**config.mk**
```make
export PLATFORM = sky130hd
export DESIGN_NAME = fifo_wr_arbiter
export DESIGN_NICKNAME = d
export VERILOG_FILES = /design/src/rtl/fifo_wr_arbiter.sv
export SDC_FILE = /design/constraint.sdc
export NUM_CORES = 1
export LEC_CHECK = 0
export BUFFER_PORTS_ARGS = -buffer_cell sky130_fd_sc_hd__buf_2
export CORE_AREA = 4 4 131 133
export CTS_BUF_LIST = sky130_fd_sc_hd__clkbuf_4 sky130_fd_sc_hd__clkbuf_8
export DETAILED_ROUTE_END_ITERATION = 10
export DIE_AREA = 0 0 135 137
export SLEW_MARGIN = 0
export SYNTH_ARGS = -nofsm -noshare
export SYNTH_HDL_FRONTEND = slang
export SYNTH_SLANG_ARGS = --single-unit
```
**constraint.sdc**
```tcl
create_clock -name clk -period 4.2 [get_ports clk]
set_clock_uncertainty 0.15 [all_clocks]
set_input_delay 0.42 -clock clk [delete_from_list [all_inputs] [get_ports clk]]
set_output_delay 0.42 -clock clk [all_outputs]
set_load 0.03 [all_outputs]
```
**src/rtl/fifo_wr_arbiter.sv**
```systemverilog
// Round-robin arbiter sharing one FIFO write port among NREQ packet sources.
// A grant is held for a whole packet, capped at BURST_MAX beats.
module fifo_wr_arbiter #(
    parameter int unsigned NREQ      = 4,
    parameter int unsigned DW        = 64,
    parameter int unsigned BURST_MAX = 16,
    parameter int unsigned WCNT_W    = 8,
    parameter int unsigned DEPTH_W   = 256,
    parameter int unsigned MIN_FREE  = 1,
    localparam int unsigned IDW      = (NREQ > 1) ? $clog2(NREQ) : 1
) (
    input  logic               clk,
    input  logic               rst,
    input  logic [NREQ-1:0]    req_valid,
    input  logic [NREQ*DW-1:0] req_data,
    input  logic [NREQ-1:0]    req_last,
    output logic [NREQ-1:0]    req_ready,
    output logic               fifo_w_req,
    output logic [DW-1:0]      fifo_data,
    input  logic               fifo_full,
    input  logic [WCNT_W-1:0]  fifo_w_cnt,
    output logic               busy,
    output logic [IDW-1:0]     grant_id
);

    localparam int unsigned BCW = $clog2(BURST_MAX + 1);
    localparam logic [WCNT_W:0] DepthWords = (WCNT_W + 1)'(DEPTH_W);
    localparam logic [WCNT_W:0] MinFree    = (WCNT_W + 1)'(MIN_FREE);
    localparam logic [BCW-1:0]  LastBeat   = BCW'(BURST_MAX - 1);

    typedef enum logic {StIdle, StBusy} state_e;

    state_e          state_q;
    logic [IDW-1:0]  grant_id_q;
    logic [BCW-1:0]  beat_cnt_q;

    logic [IDW-1:0]  winner;
    logic [IDW-1:0]  cand;
    logic            found;
    logic [WCNT_W:0] free_words;
    logic            admit;
    logic            sel_valid;
    logic            sel_last;

    // Search starts just past the previous grantee so every source gets a turn.
    always_comb begin
        winner = '0;
        cand   = '0;
        found  = 1'b0;
        for (int unsigned k = 1; k <= NREQ; k++) begin
            cand = IDW'((32'(grant_id_q) + k) % NREQ);
            if (!found && req_valid[cand]) begin
                winner = cand;
                found  = 1'b1;
            end
        end
    end

    assign free_words = DepthWords - {1'b0, fifo_w_cnt};
    assign admit      = found && (free_words >= MinFree);
    assign sel_valid  = req_valid[grant_id_q];
    assign sel_last   = req_last[grant_id_q];

    always_comb begin
        fifo_data = '0;
        req_ready = '0;
        for (int unsigned i = 0; i < NREQ; i++) begin
            if (grant_id_q == IDW'(i)) begin
                fifo_data    = req_data[i*DW +: DW];
                req_ready[i] = (state_q == StBusy) && !fifo_full;
            end
        end
    end

    assign fifo_w_req = (state_q == StBusy) && sel_valid && !fifo_full;
    assign busy       = (state_q == StBusy);
    assign grant_id   = grant_id_q;

    always_ff @(posedge clk) begin
        if (rst) begin
            state_q    <= StIdle;
            grant_id_q <= IDW'(NREQ - 1);
            beat_cnt_q <= '0;
        end else begin
            case (state_q)
                StIdle: begin
                    if (admit) begin
                        grant_id_q <= winner;
                        beat_cnt_q <= '0;
                        state_q    <= StBusy;
                    end
                end
                StBusy: begin
                    // Release only on packet end or burst cap; a stalled source keeps the grant.
                    if (fifo_w_req) begin
                        beat_cnt_q <= beat_cnt_q + 1'b1;
                        if (sel_last || beat_cnt_q == LastBeat) begin
                            state_q <= StIdle;
                        end
                    end
                end
                default: state_q <= StIdle;
            endcase
        end
    end

endmodule

```
==> After elaboration in Yosys (flattened, before gate mapping) <==
Index checks and enable logic that the tools add are counted.
{ "op_classes": {"bitwise_logic": 1, "n_eq_ne": 6, "n_mul": 0, "n_reduce_logical": 15, "n_mux": 35, "n_shift": 0, "add_sub_neg": 6, "div": 0, "n_lt_le_gt_ge": 6} }
{ "op_table": {"columns": ["op", "n"], "rows": [
  ["$mux 64", 4],
  ["$mux 1", 17],
  ["$lt 2x3->1 const B", 5],
  ["$bmux 1 s2", 6],
  ["$mux 5", 2],
  ["$pmux 5 s2", 1],
  ["$ge 9x1->1 const B", 1],
  ["$sub 9x8->9 const A", 1],
  ["$mux 2", 4],
  ["$logic_and 1x1->1", 7],
  ["$add 5x1->5 const B", 1],
  ["$eq 5x4->1 const B", 1],
  ["$add 2x1->2 const B", 2],
  ["$add 2x2->2 const B", 2],
  ["$eq 2x2->1 const B", 2],
  ["$logic_not 1->1", 4],
  ["$ne 2x2->1 const B", 2],
  ["$reduce_and 2->1", 2],
  ["$eq 2x1->1 const B", 1],
  ["$logic_not 2->1", 1],
  ["$pmux 1 s2", 1],
  ["$logic_or 1x1->1", 1],
  ["$not 1->1", 1]
]} }
{ "word_totals": {"latch_bits": 0, "mem_bits_rw": 0, "mem_count": 0, "elab_cells": 72, "register_bits": 8, "in_bits": 275, "out_inout_bits": 72, "romBits": 0} }

==> Depth between registers and ports, before layout <==
Gate-level depths: netlist (run 1).
{ "depth": {"word_depth": 16, "ltp_mapped": 10, "ltp_nobuf": 7} }

==> Worst setup path before layout (run 1) <==
No wires, ideal clock.
{ "synth_path": {"path_kind": "reg2out", "startpoint": "register grant_id_q[1] (netlist: grant_id[1])", "endpoint": "output port fifo_data[58]", "arrival_ns": 2.590, "stages_incl_launch_ff": 11, "n_path_buf": 4, "path_slack_ns": 1.040, "cell_sequence": "dfxtp_1 -> clkbuf_2 -> inv_1 -> ha_1 -> clkbuf_1 -> clkbuf_1 -> clkbuf_1 -> nand2_1 -> a21oi_1 -> a21oi_1 -> o21ai_0"} }
{ "synth_via": {"elab_chain_len": 5, "word_cells_on_any_way": 8} }
{ "synth_rtl": {"columns": ["item", "line", "rtl"], "rows": [
  ["from (decl)", "34", "logic [IDW-1:0] grant_id_q;"],
  ["from (signal assigned)", "82", "grant_id_q <= IDW'(NREQ - 1);"],
  ["from (signal assigned)", "88", "grant_id_q <= winner;"],
  ["$logic_not 2->1", "68", "if (grant_id_q == IDW'(i)) begin"],
  ["$mux 64 (3 in series)", "68", null],
  ["$mux 64 (*)", "68", null],
  ["to (decl)", "19", "output logic [DW-1:0] fifo_data,"]
]} }
Mark *: on every way between the ends. The rest lies on a longest branch, timed or not.

==> Worst setup path after layout (run 1) <==
{ "layout_path": {"startpoint": "register grant_id_q[0] (netlist: grant_id[0])", "endpoint": "output port fifo_data[9]"} }
The elaborated chain is that of the path after synthesis.

==> results of run 1 <==
==> power groups by stage <==
stage                     registers [W]  logic [W]  clock network (W)
final                         0.0000998    0.00125          0.0000929
after global routing           0.000101    0.00137           0.000100
after CTS                     0.0000996    0.00126          0.0000967
after detailed placement       0.000101    0.00126                  0
after global placement         0.000100    0.00126                  0
after floorplan               0.0000950   0.000848                  0
==> cell usage in the layout, fill, tap and decap left out <==
cell,count
nor3b_1,1
and3_1,2
nor2_1,6
ha_2,1
and2_1,6
xnor2_1,1
dfxtp_1,8
o211ai_1,1
nor2b_1,3
a21o_1,1
buf_4,4
ha_1,4
clkbuf_8,3
mux2i_1,10
or4b_1,1
a21oi_1,132
mux2_2,1
a31oi_1,1
a221oi_2,1
o211ai_2,1
ha_4,3
a2111oi_1,2
inv_1,6
o221ai_1,1
nand4_1,1
buf_2,346
nand2b_1,7
a211oi_1,1
a32oi_1,1
a211o_1,3
nand3b_1,66
o21ai_0,65
nand2_1,133
buf_12,2
mux4_2,1
==> state kept, by name, indices dropped and copies added (netlist names) <==
signal	cells
beat_cnt_q	5
busy	1
grant_id	2
==> logic make-up after synthesis <==
kind of cell / count (synthesis) / synth area share
buf+inv: 59 / 0.0776
xor+xnor: 1 / 0.00303
mux: 12 / 0.0464
fa+ha+maj: 8 / 0.0347
flops: 8 / 0.0555
simple gates: 226 / 0.400
compound gates: 210 / 0.383
==> final cells by class <==
type / count / area (um^2) / area share
flip-flops and latches: 8 / 160 / 0.0331
repair buffers: 352 / 1800 / 0.372
well taps: 216 / 270 / 0.0559
multi-input cells: 457 / 2540 / 0.525
clock buffers: 3 / 41.3 / 0.00853
inverters: 6 / 22.5 / 0.00465
==> routing by layer <==
layer,track usage,vias to the layer above,part of all wire
li1,-,2441,-
met1,0.169,2004,0.41
met2,0.251,224,0.49
met3,0.0265,17,0.088
met4,0.0202,0,0.012
met5,0,-,0
==> path summary, 6_finish.rpt <==
kind	startpoint	to	depth (start not counted)
hold / removal	rst	busy	2
setup reg to reg	grant_id[0]	beat_cnt_q[2]	5
setup / recovery	grant_id[0]	fifo_data[9]	7
hold reg to reg	beat_cnt_q[4]	beat_cnt_q[4]	2
==> per-stage QoR <==
stage           util  worst slack [ps]  cells  power (W)
2_1_floorplan      -              1040    524   0.000943
3_3_place_gp   0.303              1250   1039    0.00136
3_5_place_dp   0.303              1200   1039    0.00136
4_1_cts        0.306               950   1042    0.00146
5_1_grt        0.306               722   1042    0.00157
6_report       0.306               928   1042    0.00145
==> results.yml, run 1 <==
die:
  coreArea_um2: 15800
  io_pins: 347
  start_util: 0.182
  die_area_um2: 18500
  rows: 46
  fp.dieH_um: 137
  die_w_um: 135
synthesis:
  ys_types: 33
  synth_area_per_cell_um2: 5.51
  synth_nets: 807
  ys_warn_count: 0
  synthTopCellsByArea: "a21oi_1, nand2_1, nand3b_1, o21ai_0, clkbuf_1"
  yosysMostFrequentCell: "nand2_1"
  synth_top_area_frac: 0.229
  ys.flop_type: "dfxtp_1"
  ys_top_cells_by_count: "nand2_1, a21oi_1, nand3b_1"
  synth_seq_cells: 8
  synth_edf_count: 0
  synthCells: 524
  synth_top_cell_by_area: "a21oi_1"
  synth-seq-area-share: 0.0555
  synthArstFlopShare: 0
  synth_area_um2: 2890
run:
  drv_cap: 0
timing:
  hold_viol: 0
  rsz0062_at_grt: "no"
  drv_slew: 0
  maxSlewHeadroom: 0.532
  period_share: 0.779
  whs_ps: 311
  setup_viol: 0
  worst_slew_pin_slew_ps: 702
  timing.final.crit_period_ps: 3270
  fin_setup_tns_ps: 0
  fmax_mhz: 306
finish:
  nNetsFinal: 1111
  layout-drive-gt1-share: 0.439
  n_antenna_cell: 0
  area_delta_synth_final_pct: 67.6
  n_fill_cell: 1761
  final_area_um2: 4840
power:
  swShare: 0.607
  p_switching_w: 0.000877
  powerDensity_nw_per_um2: 299
  p_seq_frac: 0.069
  ir_worst_vdd_uv: 208
  power_frac_comb: 0.867
  power.leakage_nw: 2.36
  intPower_w: 0.000569
  power.share.clock: 0.064
clock_tree:
  cts_tree: "done"
  cts_resized: 0
  cts_buffer_depth: 2
  cts_num_sinks: 8
  cts_made_buffers: 3
  h-tree-depth: 1
  ctsHoldBuffers: 0
  path_clk_slew_ps: 40
  root_buffer: "clkbuf_8"
  post_cts_buffers: 0
  worstSkewPairLatency_ps: 230
setup_path:
  worstPathArrival_ps: 2700
  rrSetupSlack_ps: 1810
  critical_path_required_ps: 3630
  max_stage_delay_ps: 720
  crit_chain: "ha_4, buf_12, nand3b_1, a21oi_1, a21oi_1, o21ai_0, buf_2"
  crit_fanout: 66
  crit_type: "reg -> out"
  slowest_stage: "dfxtp_1"
  crit_buf_inv: 2
  end_kind: "primary output"
  crit_top_cell: "a21oi_1"
  critical_path.top_delay_family: "flip-flops"
  critPathLaunchType: "register"
global_routing:
  grtUsageTotal: 0.137
  grt-ovfl-total: 0
  antenna_found_initial: 0
  grt_max_degree: 68
  grt_pass1_vias: 4342
  grt_pass1_wl_um: 21000
hold_path:
  hold_path_class: "in -> reg"
route:
  detail_route.vias_per_cell: 4.50
  route.detailed.drc: 0
  postRouteAntennaNets: 0
  dr.first_iter.drc_count: 181
  drt_pass1_iterations: 4
  vias: 4686
  routed_wl_um: 14800
  routedWlPerCell_um: 14.2
place:
  gp_congestion: 0.854
  io_buffers: 346
  dpl-instance-area_um2: 4800
  dp_hpwl_um: 12000
run_status:
  status: "complete, no violations"
No activity file was read; power rests on OpenSTA's default activity.
==> run 2: changes to the inputs <==
--- a/config.mk
+++ b/config.mk
@@ -5,11 +5,12 @@
 export SDC_FILE = /design/constraint.sdc
 export NUM_CORES = 1
 export LEC_CHECK = 0
+export ABC_AREA = 1
 export BUFFER_PORTS_ARGS = -buffer_cell sky130_fd_sc_hd__buf_2
-export CORE_AREA = 4 4 131 133
+export CORE_AREA = 4 4 132 134
 export CTS_BUF_LIST = sky130_fd_sc_hd__clkbuf_4 sky130_fd_sc_hd__clkbuf_8
 export DETAILED_ROUTE_END_ITERATION = 10
-export DIE_AREA = 0 0 135 137
+export DIE_AREA = 0 0 136 138
 export SLEW_MARGIN = 0
 export SYNTH_ARGS = -nofsm -noshare
 export SYNTH_HDL_FRONTEND = slang
==> constraint.sdc (replaced) <==
create_clock -name clk -period 2.95 [get_ports clk]
set_clock_uncertainty 0.15 [all_clocks]
set_input_delay 0.295 -clock clk [delete_from_list [all_inputs] [get_ports clk]]
set_output_delay 0.295 -clock clk [all_outputs]
set_load 0.03 [all_outputs]
==> run 2 against run 1 <==
Effect of this change: die area grew 1.5%; critical path depth grew 1; cell area shrank 4.0%; clock power grew 47%; register-to-register slack lost 930 ps; largest power group unchanged; synthesized cell count shrank 16%.
==> results.yml, run 2 <==
place:
  gp_congestion: 0.890
  io_buffers: 346
  dpl-instance-area_um2: 4600
  dp_hpwl_um: 12400
run_status:
  status: "complete, no violations"
timing:
  timing.final.crit_period_ps: 2790
  rsz0062_at_grt: "no"
  maxSlewHeadroom: 0.622
  fmax_mhz: 358
  fin_setup_tns_ps: 0
  setup_viol: 0
  hold_viol: 0
  worst_slew_pin_slew_ps: 567
  drv_slew: 0
  period_share: 0.946
route:
  detail_route.vias_per_cell: 4.62
  routed_wl_um: 14900
  route.detailed.drc: 0
  routedWlPerCell_um: 15.3
  drt_pass1_iterations: 5
  postRouteAntennaNets: 0
  dr.first_iter.drc_count: 303
  vias: 4532
die:
  io_pins: 347
  fp.dieH_um: 138
  die_w_um: 136
  coreArea_um2: 16300
  rows: 47
  die_area_um2: 18800
  start_util: 0.159
setup_path:
  crit_type: "reg -> out"
  crit_buf_inv: 4
  max_stage_delay_ps: 520
  slowest_stage: "dfxtp_1"
  worstPathArrival_ps: 2350
  critical_path_required_ps: 2510
  critical_path.top_delay_family: "buffers and inverters"
  end_kind: "primary output"
  crit_fanout: 32
  critPathLaunchType: "register"
  crit_chain: "inv_2, ha_1, inv_1, nor2_4, buf_12, a221oi_1, o31ai_1, buf_2"
clock_tree:
  path_clk_slew_ps: 40
  root_buffer: "clkbuf_8"
  cts_num_sinks: 8
  cts_tree: "done"
  worstSkewPairLatency_ps: 230
  cts_made_buffers: 3
  ctsHoldBuffers: 0
  cts_resized: 0
  h-tree-depth: 1
  post_cts_buffers: 0
  cts_buffer_depth: 2
global_routing:
  antenna_found_initial: 1
  grtUsageTotal: 0.141
  use_met3: 0.0207
  grt.met1_usage: 0.181
  grt_pass1_vias: 4098
  grt_max_degree: 66
  grt_use_met2: 0.255
  grt_pass1_wl_um: 21800
  grt-ovfl-total: 0
  busiest_layer: "met2"
finish:
  final_area_um2: 4650
  final_common_cell: "buf_2"
  final_cell_mix: "buf_2, nand2_1, nor2_1, a221oi_1, o31ai_1"
  layout-drive-gt1-share: 0.510
  largest_register_ffs: 5
  area_delta_synth_final_pct: 79.5
  final_util: 0.285
  nNetsFinal: 1044
  max_flop_register: "beat_cnt_q"
synthesis:
  synth_nets: 721
  synth_area_um2: 2590
  ys_top_cells_by_count: "nand2_1, nor2_1, a221oi_1, o31ai_1"
  synth_top_area_frac: 0.217
  synthTopCellsByArea: "a221oi_1, o31ai_1, nand2_1, nor2_1, dfxtp_1"
  synth_seq_cells: 8
  ys.flop_type: "dfxtp_1"
  synthCells: 438
  synth_edf_count: 0
  yosysMostFrequentCell: "nand2_1"
  ys_warn_count: 0
  synth_top_cell_by_area: "a221oi_1"
  synth-seq-area-share: 0.0619
  ys_types: 31
  synth_area_per_cell_um2: 5.91
  synthArstFlopShare: 0
power:
  power.leakage_nw: 2.48
  powerDensity_nw_per_um2: 996
  finalPower_w: 0.00463
  ir_worst_vdd_uv: 369
hold_path:
  hold_path_class: "in -> reg"
run:
  drv_cap: 0
[run 2: logic make-up (layout without fill, tap and decap cells)]
kind of cell / after synthesis / after routing / synth area share
XOR/XNOR: 1 / 1 / 0.00338
adder cells (fa/ha/maj): 8 / 8 / 0.0387
other: 0 / 1 / 0
AO/OA/AOI/OAI: 141 / 141 / 0.434
flip-flops: 8 / 8 / 0.0619
AND/OR/NAND/NOR: 214 / 214 / 0.354
buffers and inverters: 66 / 387 / 0.108
[run 2: where the power goes]
group          switching, W  leakage [nW]  internal [W]
logic               0.00293          2.39       0.00138
clock network     0.0000483        0.0216     0.0000889
registers         0.0000477        0.0657      0.000137
[run 2: path summary, 6_finish.rpt]
| kind | from | endpoint | slack [ps] | cells past startpoint |
|---|---|---|---|---|
| max | grant_id[1] | fifo_data[33] | 160 | 8 |
| max reg2reg | grant_id[1] | grant_id[0] | 880 | 10 |
| min reg2reg | beat_cnt_q[0] | beat_cnt_q[0] | 350 | 2 |
| min | rst | beat_cnt_q[2] | 160 | 2 |
[run 2: metrics by stage]
stage                     setup slack [ps]  std cells  hold WS (ps)
after floorplan                        169        438           214
after global placement                 456        976           339
after detailed placement               436        976           353
after CTS                              177        979           156
after global routing                   101        980           165
final                                  158        980           161
[run 2: worst register-to-register path, stage by stage, from the launching register on]
cell     delay (ps)
dfxtp_1         520
inv_2           170
ha_1            340
inv_1           100
nand2_1          70
nand2_2          80
inv_2            50
nand3_4          80
nand2_4         100
o21ai_0         160
nand3_1         120
[run 2: per-layer routing]
layer / vias to the layer above / wire [um]
met4: 0 / 153
met2: 219 / 7390
met5: - / 0
met3: 15 / 1280
li1: 2258 / -
met1: 2040 / 6120
[run 2: area by class of cell]
class,count,area [um^2]
timing repair buffer,360,1900
antenna,1,2.50
inverter,24,97.6
multi-input combinational,364,2170
tap,220,275
clock buffer,3,41.3
fill,1840,11600
sequential,8,160
==> run 3: changes to the inputs <==
--- a/config.mk
+++ b/config.mk
@@ -11,6 +11,7 @@
 export CTS_BUF_LIST = sky130_fd_sc_hd__clkbuf_4 sky130_fd_sc_hd__clkbuf_8
 export DETAILED_ROUTE_END_ITERATION = 10
 export DIE_AREA = 0 0 136 138
+export PLACE_DENSITY = 0.59
 export SLEW_MARGIN = 0
 export SYNTH_ARGS = -nofsm -noshare
 export SYNTH_HDL_FRONTEND = slang
==> run 3 against run 2 <==
Effect of this change: combinational power barely moved; count of clock-buffer cells in the layout did not move; total power barely moved.
==> results.yml, run 3 (same netlist as run 2, synthesis figures left out) <==
run_status:
  status: "complete, no violations"
route:
  dr.first_iter.drc_count: 314
  postRouteAntennaNets: 0
  vias: 4540
  route.detailed.drc: 0
  detail_route.vias_per_cell: 4.63
  drt_pass1_iterations: 7
  routedWlPerCell_um: 15.7
  routed_wl_um: 15400
clock_tree:
  cts_buffer_depth: 2
  cts_made_buffers: 3
  worstSkewPairLatency_ps: 230
  path_clk_slew_ps: 40
  cts_num_sinks: 8
  cts_resized: 0
  ctsHoldBuffers: 0
  post_cts_buffers: 0
  cts_tree: "done"
  h-tree-depth: 1
  root_buffer: "clkbuf_8"
die:
  io_pins: 347
  die_w_um: 136
  rows: 47
  start_util: 0.159
  fp.dieH_um: 138
  coreArea_um2: 16300
  die_area_um2: 18800
power:
  powerDensity_nw_per_um2: 994
  power.leakage_nw: 2.48
  p_seq_frac: 0.037
  ir_worst_vdd_uv: 510
  swShare: 0.653
  intPower_w: 0.00160
  p_switching_w: 0.00302
  power.share.clock: 0.028
  power_frac_comb: 0.934
hold_path:
  worstHoldPathCells: 2
  hold_path_class: "in -> reg"
place:
  place_ws_ps: 440
  gp_congestion: 0.909
  io_buffers: 346
  dp_hpwl_um: 12500
  dp_cells: 975
timing:
  setup_ws_ps: 187
  setup_viol: 0
  period_share: 0.937
  drv_slew: 0
  fin_setup_tns_ps: 0
  rsz0062_at_grt: "no"
  hold_viol: 0
  maxSlewHeadroom: 0.626
  worst_slew_pin_slew_ps: 560
  fmax_mhz: 362
  timing.final.crit_period_ps: 2760
setup_path:
  worstPathArrival_ps: 2320
  max_stage_delay_ps: 570
  critical_path_required_ps: 2510
  crit_chain: "inv_8, ha_2, inv_2, buf_4, nor2_1, o31ai_1, buf_2"
  crit_fanout: 29
  reg2reg_depth: 12
  slowest_stage: "dfxtp_1"
  end_kind: "primary output"
  crit_type: "reg -> out"
  critPathLaunchType: "register"
global_routing:
  grt_pass1_vias: 4363
  antenna_found_initial: 3
  grt-ovfl-total: 0
  grt_pass1_wl_um: 22800
  grtUsageTotal: 0.148
  grt_max_degree: 72
finish:
  instances_no_fill: 981
  layout-drive-gt1-share: 0.509
  final_cell_mix: "buf_2, nand2_1, nor2_1, a221oi_1, o31ai_1"
  final_common_cell: "buf_2"
  largest_register_ffs: 5
  max_flop_register: "beat_cnt_q"
  area_delta_synth_final_pct: 79.9
  nNetsFinal: 1043
run:
  drv_cap: 0
[run 3: cell count changes in the layout (fill, tap and decap cells not counted), sizes merged]
cell   delta
diode     +2
buf       -1
[run 3: worst paths after layout]
| path | slack [ps] | from | end |
|---|---|---|---|
| worst max-delay path | 190 | grant_id[0] | fifo_data[37] |
| worst min-delay path | 160 | rst | beat_cnt_q[1] |
| worst max register to register | 930 | grant_id[0] | beat_cnt_q[4] |
| worst min register to register | 350 | beat_cnt_q[0] | beat_cnt_q[0] |
[run 3: layer usage]
layer	vias up	wire [um]	track usage
li1	2256	-	-
met1	2022	6140	0.183
met2	245	7730	0.270
met3	17	1380	0.0236
met4	0	172	0.0249
met5	-	0	0
[run 3: layout make-up]
| cell class | count | area (um^2) |
|---|---|---|
| multi-input cells | 364 | 2170 |
| diodes | 3 | 7.51 |
| well taps | 220 | 275 |
| clock buffers | 3 | 41.3 |
| inverters | 24 | 97.6 |
| repair buffers | 359 | 1900 |
| flip-flops and latches | 8 | 160 |
| fillers | 1856 | 11600 |
[run 3: critical path: cells and delay by family, from the launching register on]
family	cells	cell delay, ps
AOI/OAI and AO/OA	1	320
and+or+nand+nor	1	70
buffers and inverters	4	780
DFF	1	570
adders and majority gates	1	320
[run 3: metrics by stage]
stage                     cell area, um^2   util  power (W)  hold WS, ps
after floorplan                      2590      -    0.00319          214
after global placement               4610  0.283    0.00451          337
after detailed placement             4610  0.283    0.00452          346
after CTS                            4650  0.285    0.00467          159
after global routing                 4660  0.286    0.00501          171
final                                4660  0.286    0.00463          164
[run 3: power groups by stage]
stage | clock network, W | registers (W) | logic [W]
final | 0.000132 | 0.000172 | 0.00432
after global routing | 0.000138 | 0.000177 | 0.00469
after CTS | 0.000134 | 0.000173 | 0.00436
after detailed placement | 0 | 0.000175 | 0.00435
after global placement | 0 | 0.000171 | 0.00434
after floorplan | 0 | 0.000193 | 0.00299
